File: src/rtl/ram_writer_pkg.sv
// ram_writer_pkg: shared types and constants for the run-time loadable
// lookup memory.
//   state_t    : write-side FSM states
//   *_DEF      : default word / address widths (16x8 memory)
//   init_word  : power-up pattern, odd numbers 1, 3, 5, ...
package ram_writer_pkg;

  localparam int DATA_W_DEF = 8;
  localparam int ADDR_W_DEF = 4;

  typedef enum logic [1:0] {
    ST_INIT,
    ST_FILL,
    ST_FULL
  } state_t;

  function automatic int unsigned init_word(input int unsigned i);
    return 2 * i + 1;
  endfunction

endpackage

File: src/rtl/ram_writer_mem.sv
// ram_writer_mem: DEPTH x DATA_W storage.
//   i_clk            : write clock
//   i_we/i_waddr/i_wdata : synchronous write port
//   i_raddr/o_rdata  : combinational read port (no write bypass)
// No reset: contents survive reset and are X until first written.
module ram_writer_mem #(
  parameter int DATA_W = 8,
  parameter int ADDR_W = 4
) (
  input  logic              i_clk,
  input  logic              i_we,
  input  logic [ADDR_W-1:0] i_waddr,
  input  logic [DATA_W-1:0] i_wdata,
  input  logic [ADDR_W-1:0] i_raddr,
  output logic [DATA_W-1:0] o_rdata
);

  localparam int DEPTH = 1 << ADDR_W;

  logic [DATA_W-1:0] r_mem [DEPTH];

  always_ff @(posedge i_clk) begin
    if (i_we) r_mem[i_waddr] <= i_wdata;
  end

  assign o_rdata = r_mem[i_raddr];

endmodule

File: src/rtl/ram_writer.sv
// ram_writer: loads a byte stream over valid/ready into sequential addresses
// 0..DEPTH-1, read back through a combinational port.
//   i_clk, i_rst_n : clock, synchronous active-low reset
//   i_wr_data/i_wr_valid/o_wr_ready : write stream handshake
//   i_wr_clear     : restart the write pointer (memory retained)
//   i_rd_addr/o_rd_data : combinational read port
//   o_count        : words written since reset/clear (0..DEPTH)
//   o_full         : o_count == DEPTH
// Optional macro RAM_WRITER_AUTO_INIT_EN: after reset, fill memory with
// init_word(i) over DEPTH cycles before accepting writes.
module ram_writer
  import ram_writer_pkg::*;
#(
  parameter int DATA_W = DATA_W_DEF,
  parameter int ADDR_W = ADDR_W_DEF
) (
  input  logic              i_clk,
  input  logic              i_rst_n,
  input  logic [DATA_W-1:0] i_wr_data,
  input  logic              i_wr_valid,
  output logic              o_wr_ready,
  input  logic              i_wr_clear,
  input  logic [ADDR_W-1:0] i_rd_addr,
  output logic [DATA_W-1:0] o_rd_data,
  output logic [ADDR_W:0]   o_count,
  output logic              o_full
);

  localparam int              DEPTH    = 1 << ADDR_W;
  localparam logic [ADDR_W-1:0] LAST   = ADDR_W'(DEPTH - 1);
  localparam logic [ADDR_W-1:0] PTR_ONE = ADDR_W'(1);
  localparam logic [ADDR_W:0]   CNT_ONE = (ADDR_W + 1)'(1);
  localparam logic [ADDR_W:0]   CNT_MAX = (ADDR_W + 1)'(DEPTH);

  state_t              r_state, w_state_nxt;
  logic [ADDR_W-1:0]   r_wptr,  w_wptr_nxt;
  logic [ADDR_W:0]     r_count, w_count_nxt;
  logic                r_full,  w_full_nxt;
  logic                w_we;
  logic [DATA_W-1:0]   w_wdata;
  logic                w_ready;

  always_ff @(posedge i_clk) begin
    if (!i_rst_n) begin
`ifdef RAM_WRITER_AUTO_INIT_EN
      r_state <= ST_INIT;
`else
      r_state <= ST_FILL;
`endif
      r_wptr  <= '0;
      r_count <= '0;
      r_full  <= 1'b0;
    end else begin
      r_state <= w_state_nxt;
      r_wptr  <= w_wptr_nxt;
      r_count <= w_count_nxt;
      r_full  <= w_full_nxt;
    end
  end

  always_comb begin
    w_state_nxt = r_state;
    w_wptr_nxt  = r_wptr;
    w_count_nxt = r_count;
    w_full_nxt  = r_full;
    w_we        = 1'b0;
    w_wdata     = i_wr_data;
    w_ready     = 1'b0;
    case (r_state)
`ifdef RAM_WRITER_AUTO_INIT_EN
      // wptr doubles as the init index; inputs are ignored here
      ST_INIT: begin
        w_we    = 1'b1;
        w_wdata = DATA_W'(init_word(32'(r_wptr)));
        if (r_wptr == LAST) begin
          w_state_nxt = ST_FILL;
          w_wptr_nxt  = '0;
        end else begin
          w_wptr_nxt  = r_wptr + PTR_ONE;
        end
      end
`endif
      ST_FILL: begin
        w_ready = 1'b1;
        if (i_wr_clear) begin
          // clear wins: a same-cycle handshake is dropped
          w_wptr_nxt  = '0;
          w_count_nxt = '0;
          w_full_nxt  = 1'b0;
        end else if (i_wr_valid) begin
          w_we        = 1'b1;
          w_count_nxt = r_count + CNT_ONE;
          if (r_wptr == LAST) begin
            // pointer parks at the last address rather than wrapping
            w_state_nxt = ST_FULL;
            w_count_nxt = CNT_MAX;
            w_full_nxt  = 1'b1;
          end else begin
            w_wptr_nxt  = r_wptr + PTR_ONE;
          end
        end
      end
      ST_FULL: begin
        if (i_wr_clear) begin
          w_state_nxt = ST_FILL;
          w_wptr_nxt  = '0;
          w_count_nxt = '0;
          w_full_nxt  = 1'b0;
        end
      end
      default: w_state_nxt = ST_FILL;
    endcase
  end

  ram_writer_mem #(
    .DATA_W (DATA_W),
    .ADDR_W (ADDR_W)
  ) u_mem (
    .i_clk   (i_clk),
    .i_we    (w_we),
    .i_waddr (r_wptr),
    .i_wdata (w_wdata),
    .i_raddr (i_rd_addr),
    .o_rdata (o_rd_data)
  );

  assign o_wr_ready = w_ready;
  assign o_count    = r_count;
  assign o_full     = r_full;

endmodule

File: config.mk
export PLATFORM = sky130hd
export DESIGN_NAME = ram_writer
export DESIGN_NICKNAME = d
export VERILOG_FILES = /design/src/rtl/ram_writer_pkg.sv /design/src/rtl/ram_writer_mem.sv /design/src/rtl/ram_writer.sv
export SDC_FILE = /design/constraint.sdc
export NUM_CORES = 1
export LEC_CHECK = 0
export BUFFER_PORTS_ARGS = -buffer_cell sky130_fd_sc_hd__buf_2
export CORE_MARGIN = 5
export CORE_UTILIZATION = 52
export CTS_CLUSTER_SIZE = 16
export DETAILED_ROUTE_END_ITERATION = 6
export PLACE_DENSITY = 0.72
export SLEW_MARGIN = 20
export SYNTH_ARGS = -nofsm -noshare
export SYNTH_HDL_FRONTEND = slang
export SYNTH_HIERARCHICAL = 1
export SYNTH_SLANG_ARGS = --single-unit
File: constraint.sdc
create_clock -name i_clk -period 7.7 [get_ports i_clk]
set_clock_uncertainty 0.2 [all_clocks]
set_input_delay 1.54 -clock i_clk [delete_from_list [all_inputs] [get_ports i_clk]]
set_output_delay 1.54 -clock i_clk [all_outputs]
set_load 0.01 [all_outputs]
## Yosys cells after proc, flatten, opt, wreduce, memory -nomap -nowiden

Memories as Yosys holds them, arrays and structs flattened.
Index checks and enable logic that the tools add are counted.

| word-level totals | value |
|---|---|
| memories | 1 |
| memory bits (writable) | 128 |
| input bits | 16 |
| flip-flop bits (word level) | 12 |
| output and inout bits | 15 |

Memory list:

| name | words | width | rd ports | clocked after memory_dff | write ports | RTL line | text |
|---|---|---|---|---|---|---|---|
| u_mem.r_mem | 16 | 8 | 1 | 0 | 1 | ram_writer_mem.sv:20 | `logic [DATA_W-1:0] r_mem [DEPTH];` |

| operators by class | value |
|---|---|
| equal/unequal tests | 10 |
| muxes and demuxes | 26 |
| add/subtract/negate cells | 2 |
| reductions and logical operators | 5 |

Operator list:

| cell | number |
|---|---|
| $mux W5 | 4 |
| $mux W4 | 4 |
| $reduce_and A4 Y1 | 3 |
| $mux W1 | 10 |
| $pmux W5 S2 | 1 |
| $ne A3 B3 Y1 const B | 3 |
| $mux W2 | 4 |
| $ne A2 B2 Y1 const B | 4 |
| $pmux W4 S2 | 1 |
| $add A5 B1 Y5 const B | 1 |
| $add A4 B1 Y4 const B | 1 |
| $eq A4 B4 Y1 const B | 1 |
| $pmux W2 S2 | 1 |
| $reduce_and A3 Y1 | 1 |
| $eq A2 B1 Y1 const B | 1 |
| $eq A2 B2 Y1 const B | 1 |
| $pmux W1 S2 | 1 |
| $reduce_bool A2 Y1 | 1 |

## Logic depth before layout (Yosys ltp)

Gate-level depths: netlist (run 1).

| depth | value |
|---|---|
| depth after elaboration | 5 |
| depth in mapped cells | 5 |
| mapped depth without buffers | 5 |

## Hierarchy

Netlist (run 1), hierarchy kept.

By module, submodules not included:

| module | cells an instance | area each (µm²) | seq. area each (µm²) | times used |
|---|---|---|---|---|
| ram_writer_mem | 221 | 4987.3 | 3843.7 | 1 |
| ram_writer | 69 | 590.6 | 240.2 | 1 |

## Worst setup path before layout (run 1)

Ideal clock, no wire load.

| path | value |
|---|---|
| path kind | in2out |
| start point | input port i_rd_addr[0] |
| end point | output port o_rd_data[4] |
| setup slack | 3343 ps |
| path buffers | 2 |
| data arrival time | 2617 ps |
| stages on the path | 5 |
| required time | 5960 ps |
| path through | buf_6 buf_6 mux4_1 a22oi_1 nand2_1 |

| between the ends | value |
|---|---|
| word-level cells in the longest chain between the ends | 1 |

RTL lines:

| item | RTL line | text |
|---|---|---|
| from (decl) | ram_writer.sv:23 | `input logic [ADDR_W-1:0] i_rd_addr,` |
| $mem_v2 Z16 W8 | -- |  |
| to (decl) | ram_writer.sv:24 | `output logic [DATA_W-1:0] o_rd_data,` |

Every way passes these cells.

## Worst setup path in the final report (run 1)

| path | value |
|---|---|
| start point | input port i_rd_addr[0] |
| end point | output port o_rd_data[3] |

The elaborated chain is that of the path after synthesis.

==> flow_metrics.py, run 1 <==
metrics = {
    "run_status": {
        "status": "finished, final reports clean",
    },
    "power_and_ir_drop": {
        "peakVddDrop_mv": 0.133,
        "power_leakage_nw": 2.18,
        "switching_share_pct": 18.7,
        "power_frac_clock_pct": 49.4,
        "power.density_mw_per_mm2": 275,
        "seq_power_share_pct": 46.7,
        "p_int_w": 0.00145,
        "power.total_w": 0.00179,
        "p_sw_w": 0.000335,
        "power_frac_comb_pct": 3.8,
    },
    "global_routing": {
        "grt_pass1_vias": 2894,
        "grt_max_degree": 33,
        "overflow": 0,
        "grt_antenna_before_repair": 0,
        "grt_pass1_wl_mm": 16.0,
        "grtUsageTotal_pct": 17.1,
    },
    "route": {
        "dr.pass1.iters": 4,
        "wl_per_cell_um": 21.2,
        "drtAntennaViolNets": 0,
        "viasPerCell": 5.91,
        "vias": 2845,
        "wl_mm": 10.2,
        "route.detailed.drc": 0,
        "dr.first_iter.drc_count": 247,
    },
    "synthesis": {
        "ys_async_sr_fraction_pct": 0,
        "yosys_warnings": 6,
        "yosysUniqueCellTypes": 40,
        "syn_area_mm2": 0.00558,
        "synth_top_family_by_area": "multiplexers",
        "synth-edff-count": 128,
        "ys_seq_elements": 140,
        "synth-simple-area-share_pct": 5.92,
        "synth_fa_ha_area_share_pct": 0.449,
        "synth_flop_cell": "edfxtp_1",
        "synth-xor-area-share_pct": 0,
        "synthMuxAreaShare_pct": 14.0,
        "yosysSeqAreaShare_pct": 73.2,
        "synth.avg_cell_area_um2": 19.2,
        "synth_cells": 290,
        "syn_nets": 308,
        "synth_compound_area_share_pct": 4.46,
    },
    "setup_path": {
        "cp_max_fo": 32,
        "startpoint_type": "input pin",
        "endpoint_kind": "output port",
        "worstPathRequired_ns": 5.96,
        "crit_type": "input pin to output port",
        "critPathArrivalTime_ns": 3.46,
    },
    "clock_network": {
        "clkLatencyLatePin_ns": 0.51,
        "clockBufferDepth": 2,
        "cts-resized-gates": 0,
        "cts_root_buffer": "clkbuf_8",
        "cts_sinks": 140,
        "clk_pin_slew_ns": 0.06,
        "cts_tree": "built",
        "htree_levels": 4,
        "cts_made_buffers": 17,
        "cts_setup_buffers": 0,
        "cts_hold_buf": 0,
    },
    "hold_path": {
        "hold_path_class": "flip-flop to flip-flop",
    },
    "timing": {
        "setup_viol": 0,
        "hold_viol_final": 0,
        "rsz0062_at_grt": "no",
        "tns_ns": 0,
        "tightest_slew_ns": 1.02,
        "period_share_pct": 67.5,
        "max_freq_mhz": 192,
        "setup_slack_ns": 2.50,
        "hold_ws_ns": 0.264,
        "drv_slew": 0,
        "maxSlewHeadroom_pct": 31.9,
        "period_needed_ns": 5.20,
    },
    "die": {
        "dieArea_mm2": 0.0129,
        "rows": 37,
        "die_w_um": 114,
        "pin_count": 31,
        "die_h_um": 114,
        "coreArea_mm2": 0.0104,
        "start_util_pct": 53.5,
    },
    "layout": {
        "n_antenna_cell": 0,
        "layout_common_cells": "edfxtp_1, buf_2, mux4_2",
        "fin_nets": 350,
        "drive_gt1_share_pct": 25.2,
        "regArea_mm2": 0.00408,
        "mostFrequentLayoutCell": "edfxtp_1",
        "syn_to_final_growth_pct": 16.5,
        "fillers": 735,
        "multi_input_area_mm2": 0.00139,
    },
    "placement": {
        "gp_congestion": 0.742,
        "hpwl_mm": 6.33,
        "portBuffers": 30,
        "place_ws_ns": 2.42,
    },
    "flow_run": {
        "cap_violations": 0,
    },
}
==> worst paths after layout <==
path / startpoint / endpoint / slack, ns / cells after the start
min: o_count[4] / o_count[4] / 0.26 / 2
max reg2reg: r_state[0] / u_mem/r_mem[3][1] / 4.81 / 4
max: i_rd_addr[0] / o_rd_data[3] / 2.50 / 5
min reg2reg: o_count[4] / o_count[4] / 0.26 / 2
==> area by class of cell <==
cell class,instances,area share (%)
multi-input combinational,135,21.4
inverter,4,0.231
clock inverter,15,3.78
timing repair buffer,34,2.77
clock buffer,17,6.38
sequential,140,62.9
tap,136,2.62
==> flip-flops by register name, indices dropped and copies added (netlist names) <==
signal       flops
o_full           1
u_mem/r_mem    128
r_state          2
o_count          5
r_wptr           4
==> cell families after synthesis <==
| logic type | Yosys count |
|---|---|
| muxes | 33 |
| AOI/OAI and AO/OA | 37 |
| adders and majority gates | 2 |
| and+or+nand+nor | 63 |
| buffers and inverters | 15 |
| DFF | 140 |
==> routing by layer <==
layer / up-vias / part of all wire [%] / GRT usage [%]
met5: - / 0 / 0
met4: 0 / 1.4 / 5.93
met3: 14 / 4.6 / 5.31
met2: 84 / 51 / 27.7
met1: 1465 / 43 / 22.0
li1: 1282 / - / -
==> per-stage QoR <==
stage          utilization, %  instance area (um2)  std cells
2_1_floorplan               -                 5580        290
3_3_place_gp             56.0                 5840        449
3_5_place_dp             56.0                 5840        449
4_1_cts                  62.4                 6500        481
5_1_grt                  62.4                 6500        481
6_report                 62.4                 6500        481
==> synth_stat cells, drive strengths merged (6+ instances only) <==
cell    count  area share (%)
edfxtp    128              69
mux4       32              14
a22oi      17             2.3
nor2       16             1.1
nand2      13            0.87
dfxtp      12             4.3
buf         8             1.1
nand3       7            0.63
a21oi       6            0.54
nor3        6            0.54
o21ai       6            0.54
==> critical path: stages <==
cell and delay [ns]:
buf_2 0.76, mux4_1 0.70, a22oi_1 0.24, nand2_1 0.07
buf_2 0.14
==> power groups by stage <==
stage / Sequential, W / Combinational (W) / Clock (W)
floorplan: 0.000851 / 0.0000430 / 0
global placement: 0.000850 / 0.0000678 / 0
detailed placement: 0.000851 / 0.0000697 / 0
CTS: 0.000835 / 0.0000700 / 0.000896
global route: 0.000834 / 0.0000748 / 0.000941
finish: 0.000835 / 0.0000684 / 0.000883
(Power assumes the default switching activity.)
==> inputs of run 2 (changes only) <==
clock period = 5.1 ns   (was 7.7 ns; I/O delays follow)
==> run 2 against run 1 <==
Compared with the run above: worst hold slack worse by 0.00051 ns; setup slack worse by 1.4 ns; wire length up 0.65%; via count down 0.28%; sequential cell count unchanged; register-to-register slack worse by 2.6 ns; design area down 1.1%; largest cell class unchanged; highest routed layer unchanged.
==> flow_metrics.py, run 2 (synthesis gave the netlist of run 1 again) <==
metrics = {
    "die": {
        "die_w_um": 114,
        "start_util_pct": 53.5,
        "coreArea_mm2": 0.0104,
        "die_h_um": 114,
        "pin_count": 31,
        "rows": 37,
        "dieArea_mm2": 0.0129,
    },
    "timing": {
        "max_freq_mhz": 250,
        "tightest_slew_ns": 0.998,
        "drv_slew": 0,
        "hold_viol_final": 0,
        "tns_ns": 0,
        "maxSlewHeadroom_pct": 33.2,
        "period_share_pct": 78.4,
        "rsz0062_at_grt": "no",
        "period_needed_ns": 4.00,
        "setup_viol": 0,
    },
    "power_and_ir_drop": {
        "power.total_w": 0.00251,
        "peakVddDrop_mv": 0.247,
        "power.density_mw_per_mm2": 391,
        "power_leakage_nw": 2.16,
    },
    "setup_path": {
        "cp_max_fo": 17,
        "critPathArrivalTime_ns": 2.78,
        "ff2ff_path_depth": 4,
        "crit_type": "input pin to output port",
        "worstPathRequired_ns": 3.88,
        "startpoint_type": "input pin",
        "crit_end": "o_rd_data[2]",
        "r2r-end": "u_mem/r_mem[1][4]",
        "reg2reg_slack_ns": 2.20,
        "rr_startpoint": "r_state[0]",
        "endpoint_kind": "output port",
        "cp-startpoint": "i_rd_addr[0]",
    },
    "placement": {
        "gp_congestion": 0.712,
        "portBuffers": 30,
        "hpwl_mm": 6.48,
    },
    "clock_network": {
        "htree_levels": 4,
        "clkLatencyLatePin_ns": 0.51,
        "clk_pin_slew_ns": 0.06,
        "cts_root_buffer": "clkbuf_8",
        "cts_sinks": 140,
        "cts_made_buffers": 17,
        "clockBufferDepth": 2,
        "cts-resized-gates": 0,
        "cts_setup_buffers": 0,
        "cts_hold_buf": 0,
        "cts_tree": "built",
    },
    "layout": {
        "largest_register_ffs": 128,
        "fillers": 742,
        "n_antenna_cell": 0,
        "fin_nets": 351,
        "mostFrequentLayoutCell": "edfxtp_1",
        "layout_common_cells": "edfxtp_1, buf_2, mux4_2",
        "regArea_mm2": 0.00408,
        "drive_gt1_share_pct": 25.7,
        "multi_input_area_mm2": 0.00139,
        "regMostFlops": "u_mem/r_mem",
        "syn_to_final_growth_pct": 15.1,
    },
    "global_routing": {
        "grtUsageTotal_pct": 17.2,
        "grt_pass1_wl_mm": 16.2,
        "overflow": 0,
        "grt_max_degree": 33,
        "grt_pass1_vias": 2937,
        "grt_antenna_before_repair": 0,
    },
    "route": {
        "route.detailed.drc": 0,
        "vias": 2837,
        "dr.pass1.iters": 4,
        "wl_per_cell_um": 21.3,
        "drtAntennaViolNets": 0,
        "viasPerCell": 5.89,
        "dr.first_iter.drc_count": 151,
        "wl_mm": 10.3,
    },
    "flow_run": {
        "cap_violations": 0,
    },
    "run_status": {
        "status": "finished, final reports clean",
    },
    "hold_path": {
        "hold_path_class": "flip-flop to flip-flop",
    },
}
run 2: how the worst min path moves through the flow:
stage	cells past startpoint	to	from
after floorplan	2	o_count[4]	o_count[4]
after global placement	2	o_count[4]	o_count[4]
after detailed placement	1	o_full	o_full
after CTS	2	o_count[4]	o_count[4]
after global routing	2	o_count[4]	o_count[4]
final	2	o_count[4]	o_count[4]
run 2: critical path, cell delays in order:
cell and delay, ns:
buf_2 0.43, buf_12 0.25, mux4_1 0.56, a22oi_1 0.26
nand2_1 0.08, buf_2 0.14
run 2: cell type report:
type | instances | area share, %
repair buffers | 35 | 3.12
inverters | 4 | 0.234
clock inverters | 15 | 2.36
clock buffers | 17 | 6.45
well taps | 136 | 2.65
flip-flops and latches | 140 | 63.6
multi-input cells | 135 | 21.6
run 2: report_power, final:
group	total [W]	switching, W	leakage, nW	internal [W]
clock	0.00115	0.000482	0.280	0.000663
sequential	0.00126	0.00000311	1.25	0.00126
combinational	0.000105	0.0000616	0.629	0.0000436
total	0.00251	0.000547	2.16	0.00196
run 2: per-layer routing:
layer  routed length, um  track usage (%)  vias up  part of all wire [%]
met2                5270             27.1       89                    51
met4                 144             6.97        0                   1.4
met3                 437             4.08       14                   4.2
met5                   0                0        -                     0
li1                    -                -     1293                     -
met1                4430             23.2     1441                    43
run 2: metrics by stage:
| step | utilization (%) | worst slack, ns | std cells | hold WS [ns] | area, um2 |
|---|---|---|---|---|---|
| 3_3_place_gp | 56.2 | 1.11 | 450 | 0.245 | 5860 |
| 3_5_place_dp | 56.2 | 1.04 | 450 | 0.257 | 5860 |
| 4_1_cts | 61.7 | 1.04 | 482 | 0.267 | 6420 |
| 2_1_floorplan | - | 1.78 | 290 | 0.282 | 5580 |
| 5_1_grt | 61.7 | 0.942 | 482 | 0.288 | 6420 |
| 6_report | 61.7 | 1.10 | 482 | 0.263 | 6420 |
